`src/rtl/axi_pkg.sv`:
```
// Shared AXI definitions for the SRAM-like bridge and the cache path:
// FSM state encodings, fixed AXI field values and write-strobe generation.
package axi_pkg;

    typedef enum logic [1:0] {
        R_IDLE = 2'd0,
        R_AR   = 2'd1,
        R_R    = 2'd2
    } r_state_e;

    typedef enum logic [1:0] {
        W_IDLE = 2'd0,
        W_AW   = 2'd1,
        W_B    = 2'd2
    } w_state_e;

    localparam logic [1:0] BURST_INCR = 2'b01;
    localparam logic       ID_INST    = 1'b0;
    localparam logic       ID_DATA    = 1'b1;

    // The SRAM-like size code 2'b11 has no wider meaning here; fold it to a word.
    function automatic logic [1:0] norm_size(input logic [1:0] size);
        return (size == 2'b11) ? 2'b10 : size;
    endfunction

    function automatic logic [3:0] wstrb_of(input logic [1:0] size, input logic [1:0] addr_lo);
        logic [3:0] strb;
        case (norm_size(size))
            2'b00:   strb = 4'b0001 << addr_lo;
            2'b01:   strb = 4'b0011 << {addr_lo[1], 1'b0};
            default: strb = 4'b1111;
        endcase
        return strb;
    endfunction

endpackage

```
`src/rtl/sramlike_axi_bridge_if.sv`:
```
// AXI4 master-side bundle between the bridge and the system cache slave port.
interface sramlike_axi_bridge_if;

    logic        arid;
    logic [31:0] araddr;
    logic [7:0]  arlen;
    logic [2:0]  arsize;
    logic [1:0]  arburst;
    logic        arlock;
    logic [3:0]  arcache;
    logic [2:0]  arprot;
    logic [3:0]  arqos;
    logic        arvalid;
    logic        arready;

    logic        rid;
    logic [31:0] rdata;
    logic [1:0]  rresp;
    logic        rlast;
    logic        rvalid;
    logic        rready;

    logic        awid;
    logic [31:0] awaddr;
    logic [7:0]  awlen;
    logic [2:0]  awsize;
    logic [1:0]  awburst;
    logic        awlock;
    logic [3:0]  awcache;
    logic [2:0]  awprot;
    logic [3:0]  awqos;
    logic        awvalid;
    logic        awready;

    logic [31:0] wdata;
    logic [3:0]  wstrb;
    logic        wlast;
    logic        wvalid;
    logic        wready;

    logic        bid;
    logic [1:0]  bresp;
    logic        bvalid;
    logic        bready;

    modport master (
        output arid, araddr, arlen, arsize, arburst, arlock, arcache, arprot, arqos, arvalid,
        input  arready,
        input  rid, rdata, rresp, rlast, rvalid,
        output rready,
        output awid, awaddr, awlen, awsize, awburst, awlock, awcache, awprot, awqos, awvalid,
        input  awready,
        output wdata, wstrb, wlast, wvalid,
        input  wready,
        input  bid, bresp, bvalid,
        output bready
    );

    modport slave (
        input  arid, araddr, arlen, arsize, arburst, arlock, arcache, arprot, arqos, arvalid,
        output arready,
        output rid, rdata, rresp, rlast, rvalid,
        input  rready,
        input  awid, awaddr, awlen, awsize, awburst, awlock, awcache, awprot, awqos, awvalid,
        output awready,
        input  wdata, wstrb, wlast, wvalid,
        output wready,
        output bid, bresp, bvalid,
        input  bready
    );

endinterface

```
`src/rtl/axi_wstrb_gen.sv`:
```
// Byte-lane strobe generation from an SRAM-like size code and the low address bits.
module axi_wstrb_gen
    import axi_pkg::*;
(
    input  logic [1:0] size,
    input  logic [1:0] addr_lo,
    output logic [3:0] wstrb
);

    always_comb begin
        wstrb = wstrb_of(size, addr_lo);
    end

endmodule

```
`src/rtl/sramlike_axi_bridge.sv`:
```
// Bridges the core's SRAM-like inst/data ports onto one AXI4 master with at most
// one outstanding read and one outstanding write.
module sramlike_axi_bridge
    import axi_pkg::*;
#(
    parameter logic       DATA_PRIO   = 1'b1,
    parameter logic [3:0] CACHED_ATTR = 4'b1111
) (
    input  logic        aclk,
    input  logic        aresetn,

    input  logic        inst_req,
    input  logic [1:0]  inst_size,
    input  logic [31:0] inst_addr,
    input  logic        inst_uncached,
    output logic        inst_addr_ok,
    output logic        inst_data_ok,
    output logic [31:0] inst_rdata,

    input  logic        data_req,
    input  logic        data_wr,
    input  logic [1:0]  data_size,
    input  logic [31:0] data_addr,
    input  logic [31:0] data_wdata,
    input  logic        data_uncached,
    output logic        data_addr_ok,
    output logic        data_data_ok,
    output logic [31:0] data_rdata,

    sramlike_axi_bridge_if.master axi
);

    r_state_e    r_state;
    logic        r_owner;
    logic [31:0] r_addr;
    logic [1:0]  r_size;
    logic        r_uncached;

    w_state_e    w_state;
    logic        aw_pend;
    logic        w_pend;
    logic [31:0] w_addr;
    logic [31:0] w_data;
    logic [1:0]  w_size;
    logic        w_uncached;
    logic [3:0]  w_strb;

    logic        inst_ok_q;
    logic        data_ok_q;
    logic [31:0] inst_rdata_q;
    logic [31:0] data_rdata_q;

    logic r_idle, w_idle, data_free, raw_hazard;
    logic inst_cand, data_rd_cand;
    logic inst_go, data_rd_go, data_wr_go;
    logic r_fire, b_fire;
    logic unused_resp;

    // Acceptance is gated by aresetn so nothing reports addr_ok while held in reset.
    always_comb begin
        r_idle       = (r_state == R_IDLE);
        w_idle       = (w_state == W_IDLE);
        data_free    = w_idle && !(!r_idle && (r_owner == ID_DATA));
        raw_hazard   = !w_idle && (inst_addr[31:2] == w_addr[31:2]);
        inst_cand    = aresetn && inst_req && r_idle && !raw_hazard;
        data_rd_cand = aresetn && data_req && !data_wr && data_free && r_idle;
        data_wr_go   = aresetn && data_req && data_wr && data_free;
        inst_go      = inst_cand && !(DATA_PRIO && data_rd_cand);
        data_rd_go   = data_rd_cand && !(!DATA_PRIO && inst_cand);
        r_fire       = (r_state == R_R) && axi.rvalid && axi.rlast;
        b_fire       = (w_state == W_B) && axi.bvalid;
    end

    assign inst_addr_ok = inst_go;
    assign data_addr_ok = data_rd_go || data_wr_go;

    always_ff @(posedge aclk or negedge aresetn) begin
        if (!aresetn) begin
            r_state    <= R_IDLE;
            r_owner    <= ID_INST;
            r_addr     <= '0;
            r_size     <= '0;
            r_uncached <= 1'b0;
        end else begin
            case (r_state)
                R_IDLE: begin
                    if (inst_go) begin
                        r_state    <= R_AR;
                        r_owner    <= ID_INST;
                        r_addr     <= inst_addr;
                        r_size     <= norm_size(inst_size);
                        r_uncached <= inst_uncached;
                    end else if (data_rd_go) begin
                        r_state    <= R_AR;
                        r_owner    <= ID_DATA;
                        r_addr     <= data_addr;
                        r_size     <= norm_size(data_size);
                        r_uncached <= data_uncached;
                    end
                end
                R_AR: begin
                    if (axi.arready) begin
                        r_state <= R_R;
                    end
                end
                R_R: begin
                    if (r_fire) begin
                        r_state <= R_IDLE;
                    end
                end
                default: r_state <= R_IDLE;
            endcase
        end
    end

    // AW and W retire independently; the FSM leaves W_AW once neither is still pending.
    always_ff @(posedge aclk or negedge aresetn) begin
        if (!aresetn) begin
            w_state    <= W_IDLE;
            aw_pend    <= 1'b0;
            w_pend     <= 1'b0;
            w_addr     <= '0;
            w_data     <= '0;
            w_size     <= '0;
            w_uncached <= 1'b0;
        end else begin
            case (w_state)
                W_IDLE: begin
                    if (data_wr_go) begin
                        w_state    <= W_AW;
                        aw_pend    <= 1'b1;
                        w_pend     <= 1'b1;
                        w_addr     <= data_addr;
                        w_data     <= data_wdata;
                        w_size     <= norm_size(data_size);
                        w_uncached <= data_uncached;
                    end
                end
                W_AW: begin
                    if (aw_pend && axi.awready) begin
                        aw_pend <= 1'b0;
                    end
                    if (w_pend && axi.wready) begin
                        w_pend <= 1'b0;
                    end
                    if ((!aw_pend || axi.awready) && (!w_pend || axi.wready)) begin
                        w_state <= W_B;
                    end
                end
                W_B: begin
                    if (b_fire) begin
                        w_state <= W_IDLE;
                    end
                end
                default: w_state <= W_IDLE;
            endcase
        end
    end

    always_ff @(posedge aclk or negedge aresetn) begin
        if (!aresetn) begin
            inst_ok_q    <= 1'b0;
            data_ok_q    <= 1'b0;
            inst_rdata_q <= '0;
            data_rdata_q <= '0;
        end else begin
            inst_ok_q <= r_fire && (r_owner == ID_INST);
            data_ok_q <= (r_fire && (r_owner == ID_DATA)) || b_fire;
            if (r_fire && (r_owner == ID_INST)) begin
                inst_rdata_q <= axi.rdata;
            end
            if (r_fire && (r_owner == ID_DATA)) begin
                data_rdata_q <= axi.rdata;
            end
        end
    end

    assign inst_data_ok = inst_ok_q;
    assign data_data_ok = data_ok_q;
    assign inst_rdata   = inst_rdata_q;
    assign data_rdata   = data_rdata_q;

    axi_wstrb_gen u_wstrb (
        .size    (w_size),
        .addr_lo (w_addr[1:0]),
        .wstrb   (w_strb)
    );

    assign axi.arid    = r_owner;
    assign axi.araddr  = r_addr;
    assign axi.arlen   = '0;
    assign axi.arsize  = {1'b0, r_size};
    assign axi.arburst = BURST_INCR;
    assign axi.arlock  = 1'b0;
    assign axi.arcache = r_uncached ? 4'b0000 : CACHED_ATTR;
    assign axi.arprot  = '0;
    assign axi.arqos   = '0;
    assign axi.arvalid = (r_state == R_AR);
    assign axi.rready  = (r_state == R_R);

    assign axi.awid    = ID_DATA;
    assign axi.awaddr  = w_addr;
    assign axi.awlen   = '0;
    assign axi.awsize  = {1'b0, w_size};
    assign axi.awburst = BURST_INCR;
    assign axi.awlock  = 1'b0;
    assign axi.awcache = w_uncached ? 4'b0000 : CACHED_ATTR;
    assign axi.awprot  = '0;
    assign axi.awqos   = '0;
    assign axi.awvalid = aw_pend;

    assign axi.wdata   = w_data;
    assign axi.wstrb   = w_strb;
    assign axi.wlast   = 1'b1;
    assign axi.wvalid  = w_pend;
    assign axi.bready  = (w_state == W_B);

    // Response IDs and status are not used: ownership comes from r_owner.
    assign unused_resp = ^{axi.rid, axi.rresp, axi.bid, axi.bresp};

endmodule

```
`src/flat_wrapper.sv`:
```
// flat-port wrapper written by rule: the top's interface ports become plain ports
module sramlike_axi_bridge_flat import axi_pkg::*;
#(
    parameter logic       DATA_PRIO   = 1'b1,
    parameter logic [3:0] CACHED_ATTR = 4'b1111
)
  (aclk, aresetn, inst_req, inst_size, inst_addr, inst_uncached, inst_addr_ok, inst_data_ok, inst_rdata, data_req, data_wr, data_size, data_addr, data_wdata, data_uncached, data_addr_ok, data_data_ok, data_rdata, axi_arid, axi_araddr, axi_arlen, axi_arsize, axi_arburst, axi_arlock, axi_arcache, axi_arprot, axi_arqos, axi_arvalid, axi_arready, axi_rid, axi_rdata, axi_rresp, axi_rlast, axi_rvalid, axi_rready, axi_awid, axi_awaddr, axi_awlen, axi_awsize, axi_awburst, axi_awlock, axi_awcache, axi_awprot, axi_awqos, axi_awvalid, axi_awready, axi_wdata, axi_wstrb, axi_wlast, axi_wvalid, axi_wready, axi_bid, axi_bresp, axi_bvalid, axi_bready);
  sramlike_axi_bridge_if axi_i ();
  input  logic aclk;
  input  logic aresetn;
  input  logic inst_req;
  input  logic [1:0] inst_size;
  input  logic [31:0] inst_addr;
  input  logic inst_uncached;
  output logic inst_addr_ok;
  output logic inst_data_ok;
  output logic [31:0] inst_rdata;
  input  logic data_req;
  input  logic data_wr;
  input  logic [1:0] data_size;
  input  logic [31:0] data_addr;
  input  logic [31:0] data_wdata;
  input  logic data_uncached;
  output logic data_addr_ok;
  output logic data_data_ok;
  output logic [31:0] data_rdata;
  output wire logic [$bits(axi_i.arid)-1:0] axi_arid;
  output wire logic [$bits(axi_i.araddr)-1:0] axi_araddr;
  output wire logic [$bits(axi_i.arlen)-1:0] axi_arlen;
  output wire logic [$bits(axi_i.arsize)-1:0] axi_arsize;
  output wire logic [$bits(axi_i.arburst)-1:0] axi_arburst;
  output wire logic [$bits(axi_i.arlock)-1:0] axi_arlock;
  output wire logic [$bits(axi_i.arcache)-1:0] axi_arcache;
  output wire logic [$bits(axi_i.arprot)-1:0] axi_arprot;
  output wire logic [$bits(axi_i.arqos)-1:0] axi_arqos;
  output wire logic [$bits(axi_i.arvalid)-1:0] axi_arvalid;
  input wire logic [$bits(axi_i.arready)-1:0] axi_arready;
  input wire logic [$bits(axi_i.rid)-1:0] axi_rid;
  input wire logic [$bits(axi_i.rdata)-1:0] axi_rdata;
  input wire logic [$bits(axi_i.rresp)-1:0] axi_rresp;
  input wire logic [$bits(axi_i.rlast)-1:0] axi_rlast;
  input wire logic [$bits(axi_i.rvalid)-1:0] axi_rvalid;
  output wire logic [$bits(axi_i.rready)-1:0] axi_rready;
  output wire logic [$bits(axi_i.awid)-1:0] axi_awid;
  output wire logic [$bits(axi_i.awaddr)-1:0] axi_awaddr;
  output wire logic [$bits(axi_i.awlen)-1:0] axi_awlen;
  output wire logic [$bits(axi_i.awsize)-1:0] axi_awsize;
  output wire logic [$bits(axi_i.awburst)-1:0] axi_awburst;
  output wire logic [$bits(axi_i.awlock)-1:0] axi_awlock;
  output wire logic [$bits(axi_i.awcache)-1:0] axi_awcache;
  output wire logic [$bits(axi_i.awprot)-1:0] axi_awprot;
  output wire logic [$bits(axi_i.awqos)-1:0] axi_awqos;
  output wire logic [$bits(axi_i.awvalid)-1:0] axi_awvalid;
  input wire logic [$bits(axi_i.awready)-1:0] axi_awready;
  output wire logic [$bits(axi_i.wdata)-1:0] axi_wdata;
  output wire logic [$bits(axi_i.wstrb)-1:0] axi_wstrb;
  output wire logic [$bits(axi_i.wlast)-1:0] axi_wlast;
  output wire logic [$bits(axi_i.wvalid)-1:0] axi_wvalid;
  input wire logic [$bits(axi_i.wready)-1:0] axi_wready;
  input wire logic [$bits(axi_i.bid)-1:0] axi_bid;
  input wire logic [$bits(axi_i.bresp)-1:0] axi_bresp;
  input wire logic [$bits(axi_i.bvalid)-1:0] axi_bvalid;
  output wire logic [$bits(axi_i.bready)-1:0] axi_bready;
  assign axi_arid = axi_i.arid;
  assign axi_araddr = axi_i.araddr;
  assign axi_arlen = axi_i.arlen;
  assign axi_arsize = axi_i.arsize;
  assign axi_arburst = axi_i.arburst;
  assign axi_arlock = axi_i.arlock;
  assign axi_arcache = axi_i.arcache;
  assign axi_arprot = axi_i.arprot;
  assign axi_arqos = axi_i.arqos;
  assign axi_arvalid = axi_i.arvalid;
  assign axi_i.arready = axi_arready;
  assign axi_i.rid = axi_rid;
  assign axi_i.rdata = axi_rdata;
  assign axi_i.rresp = axi_rresp;
  assign axi_i.rlast = axi_rlast;
  assign axi_i.rvalid = axi_rvalid;
  assign axi_rready = axi_i.rready;
  assign axi_awid = axi_i.awid;
  assign axi_awaddr = axi_i.awaddr;
  assign axi_awlen = axi_i.awlen;
  assign axi_awsize = axi_i.awsize;
  assign axi_awburst = axi_i.awburst;
  assign axi_awlock = axi_i.awlock;
  assign axi_awcache = axi_i.awcache;
  assign axi_awprot = axi_i.awprot;
  assign axi_awqos = axi_i.awqos;
  assign axi_awvalid = axi_i.awvalid;
  assign axi_i.awready = axi_awready;
  assign axi_wdata = axi_i.wdata;
  assign axi_wstrb = axi_i.wstrb;
  assign axi_wlast = axi_i.wlast;
  assign axi_wvalid = axi_i.wvalid;
  assign axi_i.wready = axi_wready;
  assign axi_i.bid = axi_bid;
  assign axi_i.bresp = axi_bresp;
  assign axi_i.bvalid = axi_bvalid;
  assign axi_bready = axi_i.bready;
  sramlike_axi_bridge #(.DATA_PRIO(DATA_PRIO), .CACHED_ATTR(CACHED_ATTR)) u_core (.aclk(aclk), .aresetn(aresetn), .inst_req(inst_req), .inst_size(inst_size), .inst_addr(inst_addr), .inst_uncached(inst_uncached), .inst_addr_ok(inst_addr_ok), .inst_data_ok(inst_data_ok), .inst_rdata(inst_rdata), .data_req(data_req), .data_wr(data_wr), .data_size(data_size), .data_addr(data_addr), .data_wdata(data_wdata), .data_uncached(data_uncached), .data_addr_ok(data_addr_ok), .data_data_ok(data_data_ok), .data_rdata(data_rdata), .axi(axi_i));
endmodule
```
`config.mk`:
```
export PLATFORM = sky130hd
export DESIGN_NAME = sramlike_axi_bridge_flat
export DESIGN_NICKNAME = d
export VERILOG_FILES = /design/src/rtl/axi_pkg.sv /design/src/rtl/sramlike_axi_bridge_if.sv /design/src/rtl/axi_wstrb_gen.sv /design/src/rtl/sramlike_axi_bridge.sv /design/src/flat_wrapper.sv
export SDC_FILE = /design/constraint.sdc
export NUM_CORES = 1
export LEC_CHECK = 0
export ABC_AREA = 1
export CELL_PAD_IN_SITES_DETAIL_PLACEMENT = 1
export CELL_PAD_IN_SITES_GLOBAL_PLACEMENT = 1
export CORE_MARGIN = 1
export CORE_UTILIZATION = 30
export DETAILED_ROUTE_END_ITERATION = 10
export HOLD_SLACK_MARGIN = 0.1
export PLACE_DENSITY_LB_ADDON = 0.15
export SETUP_SLACK_MARGIN = 0.15
export SYNTH_ARGS = -nofsm -noshare
export SYNTH_HDL_FRONTEND = slang
export SYNTH_SLANG_ARGS = --single-unit
```
`constraint.sdc`:
```
create_clock -name aclk -period 2.3 [get_ports aclk]
set_input_delay 0.46 -clock aclk [delete_from_list [all_inputs] [get_ports aclk]]
set_output_delay 0.46 -clock aclk [all_outputs]
set_load 0.005 [all_outputs]
```
==> results of run 1 <==
[Yosys cell counts (2+ instances only)]
master,number
sky130_fd_sc_hd__buf_12,2
sky130_fd_sc_hd__buf_2,15
sky130_fd_sc_hd__buf_4,60
sky130_fd_sc_hd__clkbuf_1,15
sky130_fd_sc_hd__conb_1,2
sky130_fd_sc_hd__dfrtp_1,175
sky130_fd_sc_hd__inv_1,101
sky130_fd_sc_hd__inv_2,6
sky130_fd_sc_hd__nand2_1,335
sky130_fd_sc_hd__nand2_2,2
sky130_fd_sc_hd__nand3_1,45
sky130_fd_sc_hd__nand3_2,30
sky130_fd_sc_hd__nand4_1,37
sky130_fd_sc_hd__nor2_1,18
sky130_fd_sc_hd__nor2_2,3
sky130_fd_sc_hd__nor2_4,2
sky130_fd_sc_hd__nor3_2,2
sky130_fd_sc_hd__o211ai_1,2
sky130_fd_sc_hd__o21ai_0,86
sky130_fd_sc_hd__o21ai_1,9
sky130_fd_sc_hd__or2_2,2
sky130_fd_sc_hd__xnor2_1,7
[where the power goes]
| part | leakage [nW] | total, mW | switching (mW) | internal, mW |
|---|---|---|---|---|
| clock network | 0.284 | 2.94 | 1.46 | 1.48 |
| logic | 3.70 | 6.68 | 2.83 | 3.85 |
| registers | 2.20 | 5.37 | 0.909 | 4.47 |
[registers in the layout (all words and copies together), names as in the netlist]
name,flops
u_core.axi.awaddr,32
u_core.axi.awvalid,1
u_core.inst_data_ok,1
u_core.inst_rdata,32
u_core.axi.arid,1
u_core.r_state,2
u_core.data_rdata,32
u_core.axi.wdata,32
u_core.data_data_ok,1
u_core.w_size,2
u_core.w_uncached,1
u_core.axi.araddr,32
u_core.r_uncached,1
u_core.w_state,2
u_core.axi.wvalid,1
u_core.r_size,2
[worst max-delay path by stage]
stage,from,to,depth (start not counted)
finish,u_core.axi.awaddr[28],inst_addr_ok,9
global route,u_core.axi.awaddr[28],inst_addr_ok,9
CTS,u_core.axi.awaddr[28],inst_addr_ok,9
detailed placement,inst_addr[28],inst_addr_ok,10
global placement,inst_addr[28],inst_addr_ok,10
floorplan,u_core.r_state[0],data_addr_ok,9
[what timing repair did]
item                       in CTS  in global routing
hold buffers                    0                  0
hold endpoints to repair        0                  0
setup buffers                   8                  7
pin swaps                      15                 11
resized for setup              52                 22
setup endpoints to repair      41                 43
[through the flow]
stage          cells  hold WS, ns
2_1_floorplan   1001        0.164
3_3_place_gp    1612        0.453
3_5_place_dp    1612        0.459
4_1_cts         1652        0.105
5_1_grt         1660        0.114
6_report        1660        0.106
[metal layers]
metal	share of wire	vias to the layer above	GRT usage
met2	0.49	222	0.355
met1	0.43	3675	0.259
met4	0.0091	2	0.0415
met3	0.075	19	0.0657
met5	0.00046	-	0
li1	-	3628	-
[worst max-delay path, delay by kind of cell, from the launching register on]
family,cells,cell delay (ns)
AND/OR/NAND/NOR,6,0.60
flip-flops,1,0.41
XOR/XNOR,1,0.24
buffers and inverters,2,0.15
[cell families (layout without fill, tap and decap cells)]
kind of cell / Yosys count / after routing / share of synthesized area
AOI/OAI and AO/OA: 100 / 100 / 0.0628
xor gates and xnor gates: 8 / 8 / 0.00853
DFF: 175 / 175 / 0.533
and+or+nand+nor: 478 / 478 / 0.268
buffers and inverters: 200 / 517 / 0.126
other: 2 / 41 / 0.000915
[final cells by class]
type	count	area share
Tap cell	341	0.0339
Clock inverter	14	0.0116
Sequential cell	175	0.348
Multi-Input combinational cell	626	0.242
Timing Repair Buffer	378	0.298
Inverter	107	0.0319
Antenna cell	1	0.000199
Clock buffer	18	0.0349
==> results.md, run 1 <==
GRT:
- The via count of the first global-routing pass is 7,934.
- The final global-route overflow total is 0.
- The first-pass GRT wire length is 45,100 um.
- The pin count of the biggest net entering global routing is 113.
- The initial antenna violation count came to 4.
- Across every metal layer, demand over resource in global routing totals 0.209.

Worst setup path:
- The critical path class is reg2out.
- The largest driver fanout on the critical path is 2.
- The worst setup path is launched from a flip-flop.
- The category of the worst setup path capture point is an output pin.
- On the worst path, the slowest cell contributes a delay of 0.41 ns.
- The startpoint identified for the worst register-to-register timing path is u_core.axi.awaddr[28].
- The slowest stage of the critical path is the sky130_fd_sc_hd__dfrtp_1 cell.
- The number of cells on the worst reg-to-reg path is 11.
- At the worst endpoint, the arrival time is 1.81 ns.
- The signal on the critical path passes through xnor2_2 > nand2_2 > nor2_4 > nand2_2 > nor2_4 > nand2_4 > nand3_2 > inv_2 > buf_6.
- The register-to-register setup slack is around 0.24 ns.
- For the worst setup path, the data required time is 1.84 ns.
- The capture instance of the worst register-to-register path is u_core.axi.araddr[18].

Placed design:
- The standard cell area after detailed placement is ~12,000 um2.
- The wire-length estimate of the detail-placed layout is 20,300 um.
- The setup slack after placement is -0.626 ns.
- Routability-driven placement finished with a final weighted congestion of 0.786.
- The port buffer count is 330.

Yosys:
- Of the synthesized area, sequential elements account for 0.533.
- The library cell occupying the most area in the post-synthesis netlist is sky130_fd_sc_hd__dfrtp_1.
- For this run, asynchronously set or reset flops after synthesis account for 1.00.
- The post-synthesis cell count is around 960.
- The flip-flop and latch count after synthesis is ~180.
- The cell area after technology mapping is 8210 um2.
- The number of distinct library cell variants in the gate-level netlist after synthesis is 29.
- The count of warnings emitted by yosys is 0.
- Among all flip-flop cells after synthesis, the most frequent one is sky130_fd_sc_hd__dfrtp_1.
- In the post-synthesis netlist, the biggest area contributors are sky130_fd_sc_hd__dfrtp_1 53%, sky130_fd_sc_hd__nand2_1 15%, sky130_fd_sc_hd__buf_4 5.5%.
- The mean instance size in the synthesized netlist is 8.53 um2.
- Yosys mapped a number of flops with a built-in enable equal to 0.
- Of the post-synthesis cell area, the dominant cell type holds 0.533.

Floorplan:
- Pin placement for this block handled between 300 and 400 I/O pins.
- In this run the standard cell core region covers 26,900 um2.
- The vertical die dimension is 167 um.
- For this configuration, the core starts out at a cell density of 0.305.
- Row generation in the floorplan step produced 60 rows.
- The total die area is 28,000 um2.
- In this run the horizontal extent of the chip is 167 um.

Status:
- The flow ran to the end, and the final reports show no timing, DRC or antenna violations.

Power and ir drop:
- Power spread over the standard cell area amounts to 1190 nW/um2.
- In this run the static leakage power is 6.19 nW.
- Across the VDD grid, the largest voltage drop is 0.448 mV.
- The design draws 15.0 mW.

Clocking:
- Clock-pin slew was measured on the worst setup and hold paths at 0.07 ns.
- The H-tree was split into 4 levels.
- In this run the clock root is driven by a sky130_fd_sc_hd__clkbuf_16.
- The number of sinks on the clock net is 175.
- The clock latency on the worst-skew pair is ~0.44 ns.
- The number of buffers on the longest clock path is 2.
- Buffers inserted during clock tree synthesis total 17.
- TritonCTS built the clock tree.

Drt:
- The via count normalized by instance count is ~4.5.
- Summed over all layers, the routed wires come to approximately 29,000 um.
- The DRC violation total after the first TritonRoute iteration is 399.
- Once detail routing completed, the nets flagged for antenna violations numbered 0.
- The total number of vias is 7,546.
- The number of optimization iterations in the first detailed-route pass is 4.
- After detailed routing, the average wire length per cell comes to 17.2 um.
- In the routed design, unresolved DRC markers number 0.

STA:
- Setup violations remaining at the end of the flow were counted as 0.
- The remaining max-slew budget at the tightest pin is 0.545.
- The hold violation count in the final report is 0.
- Adding up every negative setup slack in the final design gives 0 ns.
- The actual transition at the worst max-transition pin is about 0.68 ns.
- The worst path in the final design needs a cycle of 2.27 ns, including I/O delays and setup.
- Static timing analysis puts the maximum clock frequency at ~440 MHz.
- The final worst clock skew is 0.0157 ns.
- The final worst-path cycle share is 0.988.
- Once routing completed, OpenROAD measured the worst setup slack at 0.0279 ns.
- Setup repair after global routing could not meet its margin everywhere.
- The total count of max-transition violations in the final report is 0.

Layout:
- The library cell used most frequently in the layout, excluding fill and tap cells, is sky130_fd_sc_hd__nand2_1.
- The fraction of layout cells with a size suffix above 1 is 0.120.
- The layout-stage area growth over the synthesis result is 53.3%.
- Leaving out fill and tap cells, the most frequent cells in the layout are 328 x sky130_fd_sc_hd__nand2_1, 295 x sky130_fd_sc_hd__clkdlybuf4s50_1, 175 x sky130_fd_sc_hd__dfrtp_1.
- With fillers left out, the area of the finished cells amounts to roughly 13,000 um2.
- The number of nets in the layout is 1,456.
- Summing all multi-input logic gate instances after layout gives 3040 um2.
- Summing all flip-flop and latch instances after layout gives 4380 um2.
- At the end of the flow the core is filled with cells to 0.468.
- The number of fill cells is 3,140.

Worst hold path:
- The tightest min-delay check is of the in2async type.

Run:
- The number of max-capacitance violations reported is 0.
(Power assumes the default switching activity.)
==> run 2: changes to the inputs <==
--- a/config.mk
+++ b/config.mk
@@ -13,6 +13,7 @@
 export DETAILED_ROUTE_END_ITERATION = 10
 export HOLD_SLACK_MARGIN = 0.1
 export PLACE_DENSITY_LB_ADDON = 0.15
+export REMOVE_ABC_BUFFERS = 1
 export SETUP_SLACK_MARGIN = 0.15
 export SYNTH_ARGS = -nofsm -noshare
 export SYNTH_HDL_FRONTEND = slang
==> run 2 against run 1 <==
Against the previous run:
- cell count fell by 0.54%
- global-route usage fell by 0.064 points
- first-iteration DRC count fell by 1.8%
- die area did not move
- design area fell by 0.53%
- register-to-register slack barely moved
- setup slack improved by 0.019 ns
- non-clock buffer count fell by 8
- clock skew fell by 0.0019 ns
- utilization fell by 0.25 points
- largest power group unchanged
- highest routed layer unchanged
==> results.md, run 2 (synthesized netlist as in run 1, its figures left out) <==
GRT:
- The final global-route overflow total is 0.
- The initial antenna violation count is 3.
- The via count of the first global-routing pass is 7,928.
- The first-pass GRT wire length is 44,700 um.
- The total global routing track utilization is 0.208.
- The pin count of the biggest net entering global routing is 67.

Clocking:
- The H-tree was split into 4 levels.
- The number of buffers on the longest clock path is 2.
- Clock-pin slew was measured on the worst setup and hold paths at 0.08 ns.
- The tree is rooted in a sky130_fd_sc_hd__clkbuf_16.
- The TritonCTS clock tree is yes.
- At the later pin of the worst-skew pair, clock insertion delay measures roughly 0.43 ns.
- The number of sinks on the clock net is 175.
- Buffers inserted during clock tree synthesis total 17.

Layout:
- Summing all multi-input logic gate instances after layout gives 3030 um2.
- In the layout the commonest cells are 327 x sky130_fd_sc_hd__nand2_1, 302 x sky130_fd_sc_hd__clkdlybuf4s50_1, 174 x sky130_fd_sc_hd__dfrtp_1.
- The number of fill cells is 3,146.
- Relative to the synthesized area, the layout overhead comes to 52.5%.
- The sequential cell area is 4380 um2.
- The library cell used most frequently in the layout, excluding fill and tap cells, is sky130_fd_sc_hd__nand2_1.
- The fraction of layout cells with a size suffix above 1 is 0.112.
- At the end of the flow, the number of nets in the layout was about 1,400.

Power and ir drop:
- Dividing total power by cell area gives a power density of 1200 nW/um2.
- The power share of the clock group is 0.207.
- The analysis attributes to cell leakage a power of 6.12 nW.
- The completed layout was analyzed and its total power is between 15 and 20 mW.
- Of the total power, the share spent switching nets is 0.336.
- The switching power of the nets is 5.04 mW.
- The share of total power dissipated in combinational logic is 0.435.
- The internal portion of the total power is 9.97 mW.
- The peak supply drop is ~0.48 mV.
- Of the total power, registers draw 0.358.

Drt:
- The first routing iteration left 392 violations.
- The met2 layer wire length in the routed design is 13,800 um.
- The mean routed wirelength per cell is 17.3 um.
- The via count normalized by instance count is 4.54.
- Summing over every cut layer, the via total after detailed routing is 7,498.
- The number of optimization iterations in the first detailed-route pass is 4.
- The length of routed wiring on met1 is 12,000 um.
- The routed wire length is 28,600 um.
- Signal routing reaches up to met5.
- The detailed-route DRC error count is 0.
- The count of antenna-violating nets left after detailed routing is 0.
- Wire segments on met3 add up to 2540 um in the final route.

Worst setup path:
- Data on the critical path is required at its endpoint by roughly 1.8 ns.
- The data arrival time at the worst-slack endpoint is 1.79 ns.
- The critical path class is in2out.
- The largest driver fanout on the critical path is 3.
- The worst setup path is captured at an output pin.
- The kind of start point of the critical path is an input port.

STA:
- Setup repair after global routing could not meet its margin everywhere.
- The hold violation count in the final report was 0.
- The final worst-path cycle share is 0.980.
- The final setup violation count is 0.
- The remaining max-slew budget at the tightest pin is 0.411.
- For the final database, setup skew stands at ~0.014 ns.
- Counting I/O delays and the setup requirement, the final critical path takes 2.25 ns.
- The total count of max-transition violations in the final report came to 0.
- The maximum clock frequency is 444 MHz.
- The actual transition at the worst max-transition pin is 0.883 ns.
- The final critical-path setup slack is around 0.047 ns.

Floorplan:
- The floorplan step set the die height to 167 um.
- For this design the top-level I/O count stands at approximately 380.
- The initial utilization of the core area, before any placement, comes to 0.305.
- The number of rows created at floorplan is 60.
- The floorplan step defined a die boundary enclosing 28,000 um2.
- The core region is 26,900 um2.
- The die is 167 um wide.

Worst hold path:
- The type of the most critical hold path is in2async.

Run:
- Across the run, the number of max-cap violations was 0.

Status:
- The run finished with clean final reports.

Placed design:
- The port buffer count is 330.
- The sum of net half-perimeters after detailed placement is 20,500 um.
- The weighted congestion at the end of routability-driven global placement is 0.794.
- Prior to clock tree synthesis, the placed netlist has a worst setup slack of -0.485 ns.
## run 2: final timing paths
path                                       startpoint                     to  slack (ns)  cells past startpoint
max in group asynchronous                     aresetn  u_core.axi.awaddr[21]        0.77                      3
worst min register to register   u_core.axi.wdata[22]   u_core.axi.wdata[22]        0.48                      2
min in group aclk                       inst_addr[10]  u_core.axi.araddr[10]        0.39                      3
worst max register to register  u_core.axi.awaddr[18]      u_core.r_state[0]        0.23                     12
worst max-delay path                    inst_addr[22]           inst_addr_ok        0.05                     11
worst min-delay path                          aresetn  u_core.axi.araddr[31]        0.22                      2
## run 2: layout make-up
type	count	area share
Clock inverter	13	0.0142
Multi-Input combinational cell	626	0.242
Sequential cell	175	0.350
Tap cell	341	0.0341
Antenna cell	1	0.000200
Clock buffer	18	0.0343
Inverter	107	0.0321
Timing Repair Buffer	370	0.294
## run 2: critical path: stages
cell and delay, ns:
sky130_fd_sc_hd__clkdlybuf4s50_1 0.50, sky130_fd_sc_hd__nand2_1 0.07, sky130_fd_sc_hd__nand2_1 0.06, sky130_fd_sc_hd__nand2_1 0.06
sky130_fd_sc_hd__nor2_1 0.10, sky130_fd_sc_hd__nand2_1 0.08, sky130_fd_sc_hd__nor2_2 0.15, sky130_fd_sc_hd__nand2_4 0.09
sky130_fd_sc_hd__nand3_4 0.07, sky130_fd_sc_hd__inv_2 0.04, sky130_fd_sc_hd__buf_6 0.11
## run 2: per-layer routing
layer  up-vias  track usage
met2       242        0.349
met1      3629        0.250
li1       3603            -
met5         -            0
met4         4       0.0542
met3        20       0.0771
## run 2: power by group through the flow
stage / clock network (mW) / registers [mW] / logic [mW]
floorplan: 0 / 5.44 / 2.01
global placement: 0 / 5.36 / 6.38
detailed placement: 0 / 5.42 / 6.47
CTS: 3.21 / 5.39 / 6.60
global route: 3.32 / 5.56 / 7.20
finish: 3.11 / 5.38 / 6.53
## run 2: timing repair
action                                  4_1_cts  5_1_grt
pin swaps                                    14        7
resized for setup                            41       24
endpoints found under the setup margin       28       48
buffers inserted                              5        2
hold buffers                                  0        0
## run 2: metrics by stage
stage | hold WS, ns | std cells | TNS [ns] | utilization | area [um2]
after global placement | 0.452 | 1612 | -11.37 | 0.438 | 11800
after global routing | 0.279 | 1651 | -0.0373 | 0.466 | 12500
after CTS | 0.237 | 1648 | -0.00794 | 0.463 | 12400
after floorplan | 0.164 | 908 | -179.14 | - | 7720
final | 0.223 | 1651 | 0 | 0.466 | 12500
after detailed placement | 0.462 | 1612 | -11.20 | 0.438 | 11800
==> run 3: changes to the inputs <==
--- a/config.mk
+++ b/config.mk
@@ -18,3 +18,4 @@
 export SYNTH_ARGS = -nofsm -noshare
 export SYNTH_HDL_FRONTEND = slang
 export SYNTH_SLANG_ARGS = --single-unit
+export TNS_END_PERCENT = 20
==> run 3 against run 2 <==
Against the previous run:
- design area unchanged
- setup slack better by 0.0027 ns
- register-to-register slack about the same
- largest power group unchanged
- sequential share of layout area did not move
- critical path type unchanged
==> results.md, run 3 (synthesized netlist as in run 1, its figures left out) <==
Placed design:
- The number of placed instances, taps included, is 1,612.
- The setup slack after placement is -0.485 ns.
- Once detailed placement completed, the half-perimeter wirelength came to 20,500 um.
- The port buffer count is 330.
- The weighted congestion at the end of routability-driven global placement is a little under 0.8.

Run:
- The number of max-capacitance violations reported is 0.

Drt:
- After detailed routing, the average wire length per cell comes to 17.3 um.
- The DRC violation total after the first TritonRoute iteration is 355.
- Using the TritonRoute via totals, the vias-per-cell ratio works out to 4.54.
- Summed over all layers, the routed wires come to 28,600 um.
- Once detail routing completed, the nets flagged for antenna violations numbered 0.
- In the routed design, unresolved DRC markers number 0.
- The total number of vias is approximately 7,500.
- The number of optimization iterations in the first detailed-route pass is 4.

Clocking:
- No sink is reached through more buffers than the 2 on the longest clock path.
- The number of sinks on the clock net is 175.
- Hold repair after CTS inserted 0 buffers.
- The H-tree depth reported by CTS is 4.
- The tree is rooted in a sky130_fd_sc_hd__clkbuf_16.
- Clock latency on the worst-skew pair, taken at its later pin, is 0.43 ns.
- The TritonCTS clock tree is yes.
- The clock slew seen by the registers of the worst setup and hold paths is 0.08 ns.
- In this run, CTS created clock tree buffers numbering 17.

STA:
- The total count of max-transition violations in the final report came to 0.
- The remaining max-slew budget at the tightest pin is 0.415.
- The final worst clock skew is 0.0139 ns.
- The final worst-path cycle share is 0.978.
- The final critical-path setup slack is 0.0498 ns.
- The smallest clock period supported by the final layout is computed as 2.25 ns.
- Derived from the worst setup path, the maximum achievable clock frequency is 444 MHz.
- The final setup violation count is 0.
- The hold violation count in the final report is 0.
- Setup repair after global routing could not meet its margin everywhere.
- The actual transition at the worst max-transition pin is 0.878 ns.

Layout:
- The number of nets in the layout is 1,447.
- The layout-stage area growth over the synthesis result is 52.5%.
- The post-route non-filler standard cell count is about 1,700.
- In the layout the commonest cells are 327 x sky130_fd_sc_hd__nand2_1, 301 x sky130_fd_sc_hd__clkdlybuf4s50_1, 174 x sky130_fd_sc_hd__dfrtp_1.
- The fraction of layout cells with a size suffix above 1 is 0.111.
- The most common cell after layout, fill and taps aside is sky130_fd_sc_hd__nand2_1.

Floorplan:
- The vertical die dimension is 167 um.
- From left edge to right edge, the die measures 167 um.
- For this configuration, the core starts out at a cell density of 0.305.
- The die covers 28,000 um2.
- The number of rows created at floorplan is 60.
- In this run the count of I/O pins placed on the die edge is around 380.
- After floorplanning, the core was sized to cover 26,900 um2.

GRT:
- The total global routing track utilization is 0.208.
- The first-pass GRT wire length is 44,700 um.
- The initial antenna violation count is 3.
- The via count of the first global-routing pass is between 7,000 and 8,000.
- The pin count of the biggest net entering global routing is 67.
- The final global-route overflow total is 0.

Worst setup path:
- Data on the critical path is required at its endpoint by around 1.8 ns.
- The number of buffers and inverters on the critical path is 3.
- The critical path goes through clkdlybuf4s50_1 > nand2_1 > nand2_1 > nand2_1 > nor2_1 > nand2_2 > nor2_4 > nand2_4 > nand3_4 > inv_2 > buf_6.
- For the worst setup path, the data arrival time is 1.79 ns.
- For this run, the slowest stage of the critical path takes approximately 0.51 ns.
- The most used cell along the critical path is sky130_fd_sc_hd__nand2_1.
- The capture instance of the worst register-to-register path is u_core.r_state[0].
- The register-to-register setup slack is 0.23 ns.
- The launch instance of the worst register-to-register path is u_core.axi.awaddr[18].
- The largest driver fanout on the critical path is 3.
- The worst setup path is captured at an output pin.
- Grouping stages by cell kind, the critical path spends the most delay in simple AND/OR/NAND/NOR gates.
- The critical path crosses 11 cells after its start point.
- The kind of start point of the critical path is an input port.
- The worst register-to-register path has a depth of 12.
- On the critical path, the stage with the largest delay is an instance of sky130_fd_sc_hd__clkdlybuf4s50_1.
- The critical path class is in2out.

Status:
- The flow ran to the end, and the final reports show no timing, DRC or antenna violations.

Power and ir drop:
- The peak supply drop is 0.480 mV.
- For this design the static power due to leakage is between 6 and 7 nW.
- The ratio of total power to cell area is 1200 nW/um2.

Worst hold path:
- In this run the worst hold path is classified as in2async.
run 3: cell count changes in the layout (fill, tap and decap cells not counted):
cell and change:
sky130_fd_sc_hd__clkdlybuf4s50_1 -1, sky130_fd_sc_hd__buf_4 -1, sky130_fd_sc_hd__nand2_4 +1, sky130_fd_sc_hd__nand2_2 -1
sky130_fd_sc_hd__dlymetal6s2s_1 +1
run 3: cell type report:
cell class,instances,area [um2]
fillers,3147,14400
multi-input cells,626,3030
clock buffers,18,429
repair buffers,369,3670
inverters,107,402
flip-flops and latches,175,4380
diodes,1,2.50
well taps,341,427
clock inverters,13,178
run 3: per-layer routing:
layer / GRT usage / wire, um / vias to the layer above
met5: 0 / 30 / -
met4: 0.0542 / 275 / 4
met3: 0.0771 / 2560 / 22
met2: 0.349 / 13800 / 247
met1: 0.250 / 11900 / 3618
li1: - / - / 3600
run 3: power breakdown:
| part | switching (mW) | internal [mW] | total, mW |
|---|---|---|---|
| Sequential | 0.907 | 4.47 | 5.38 |
| Combinational | 2.78 | 3.75 | 6.53 |
| Clock | 1.37 | 1.74 | 3.11 |
run 3: per-stage QoR:
step	hold WS [ns]	setup TNS (ns)	total power [mW]	cell area, um2	util
floorplan	0.164	-179.14	7.45	7720	-
global placement	0.452	-11.37	11.7	11800	0.438
detailed placement	0.462	-11.20	11.9	11800	0.438
CTS	0.237	-0.00794	15.2	12400	0.463
global route	0.279	-0.0373	16.1	12500	0.466
finish	0.237	0	15.0	12500	0.466
run 3: worst max-delay path by stage:
stage,endpoint,from,slack (ns)
floorplan,data_addr_ok,u_core.r_state[0],-2.52
global placement,inst_addr_ok,inst_addr[21],-0.49
detailed placement,inst_addr_ok,inst_addr[21],-0.49
CTS,inst_addr_ok,u_core.axi.awaddr[18],-0.008
global route,inst_addr_ok,u_core.axi.awaddr[18],-0.04
finish,inst_addr_ok,inst_addr[12],0.05
run 3: worst register-to-register path, delay by kind of cell (launching register included):
| kind | cells | cell delay, ns |
|---|---|---|
| flip-flops | 1 | 0.40 |
| AO/OA/AOI/OAI | 1 | 0.12 |
| AND/OR/NAND/NOR | 8 | 0.82 |
| buffers and inverters | 3 | 0.58 |
run 3: timing repair:
action,4_1_cts,5_1_grt
pin swaps,14,11
resized for setup,41,26
setup endpoints to repair,28,48
buffers inserted,5,1
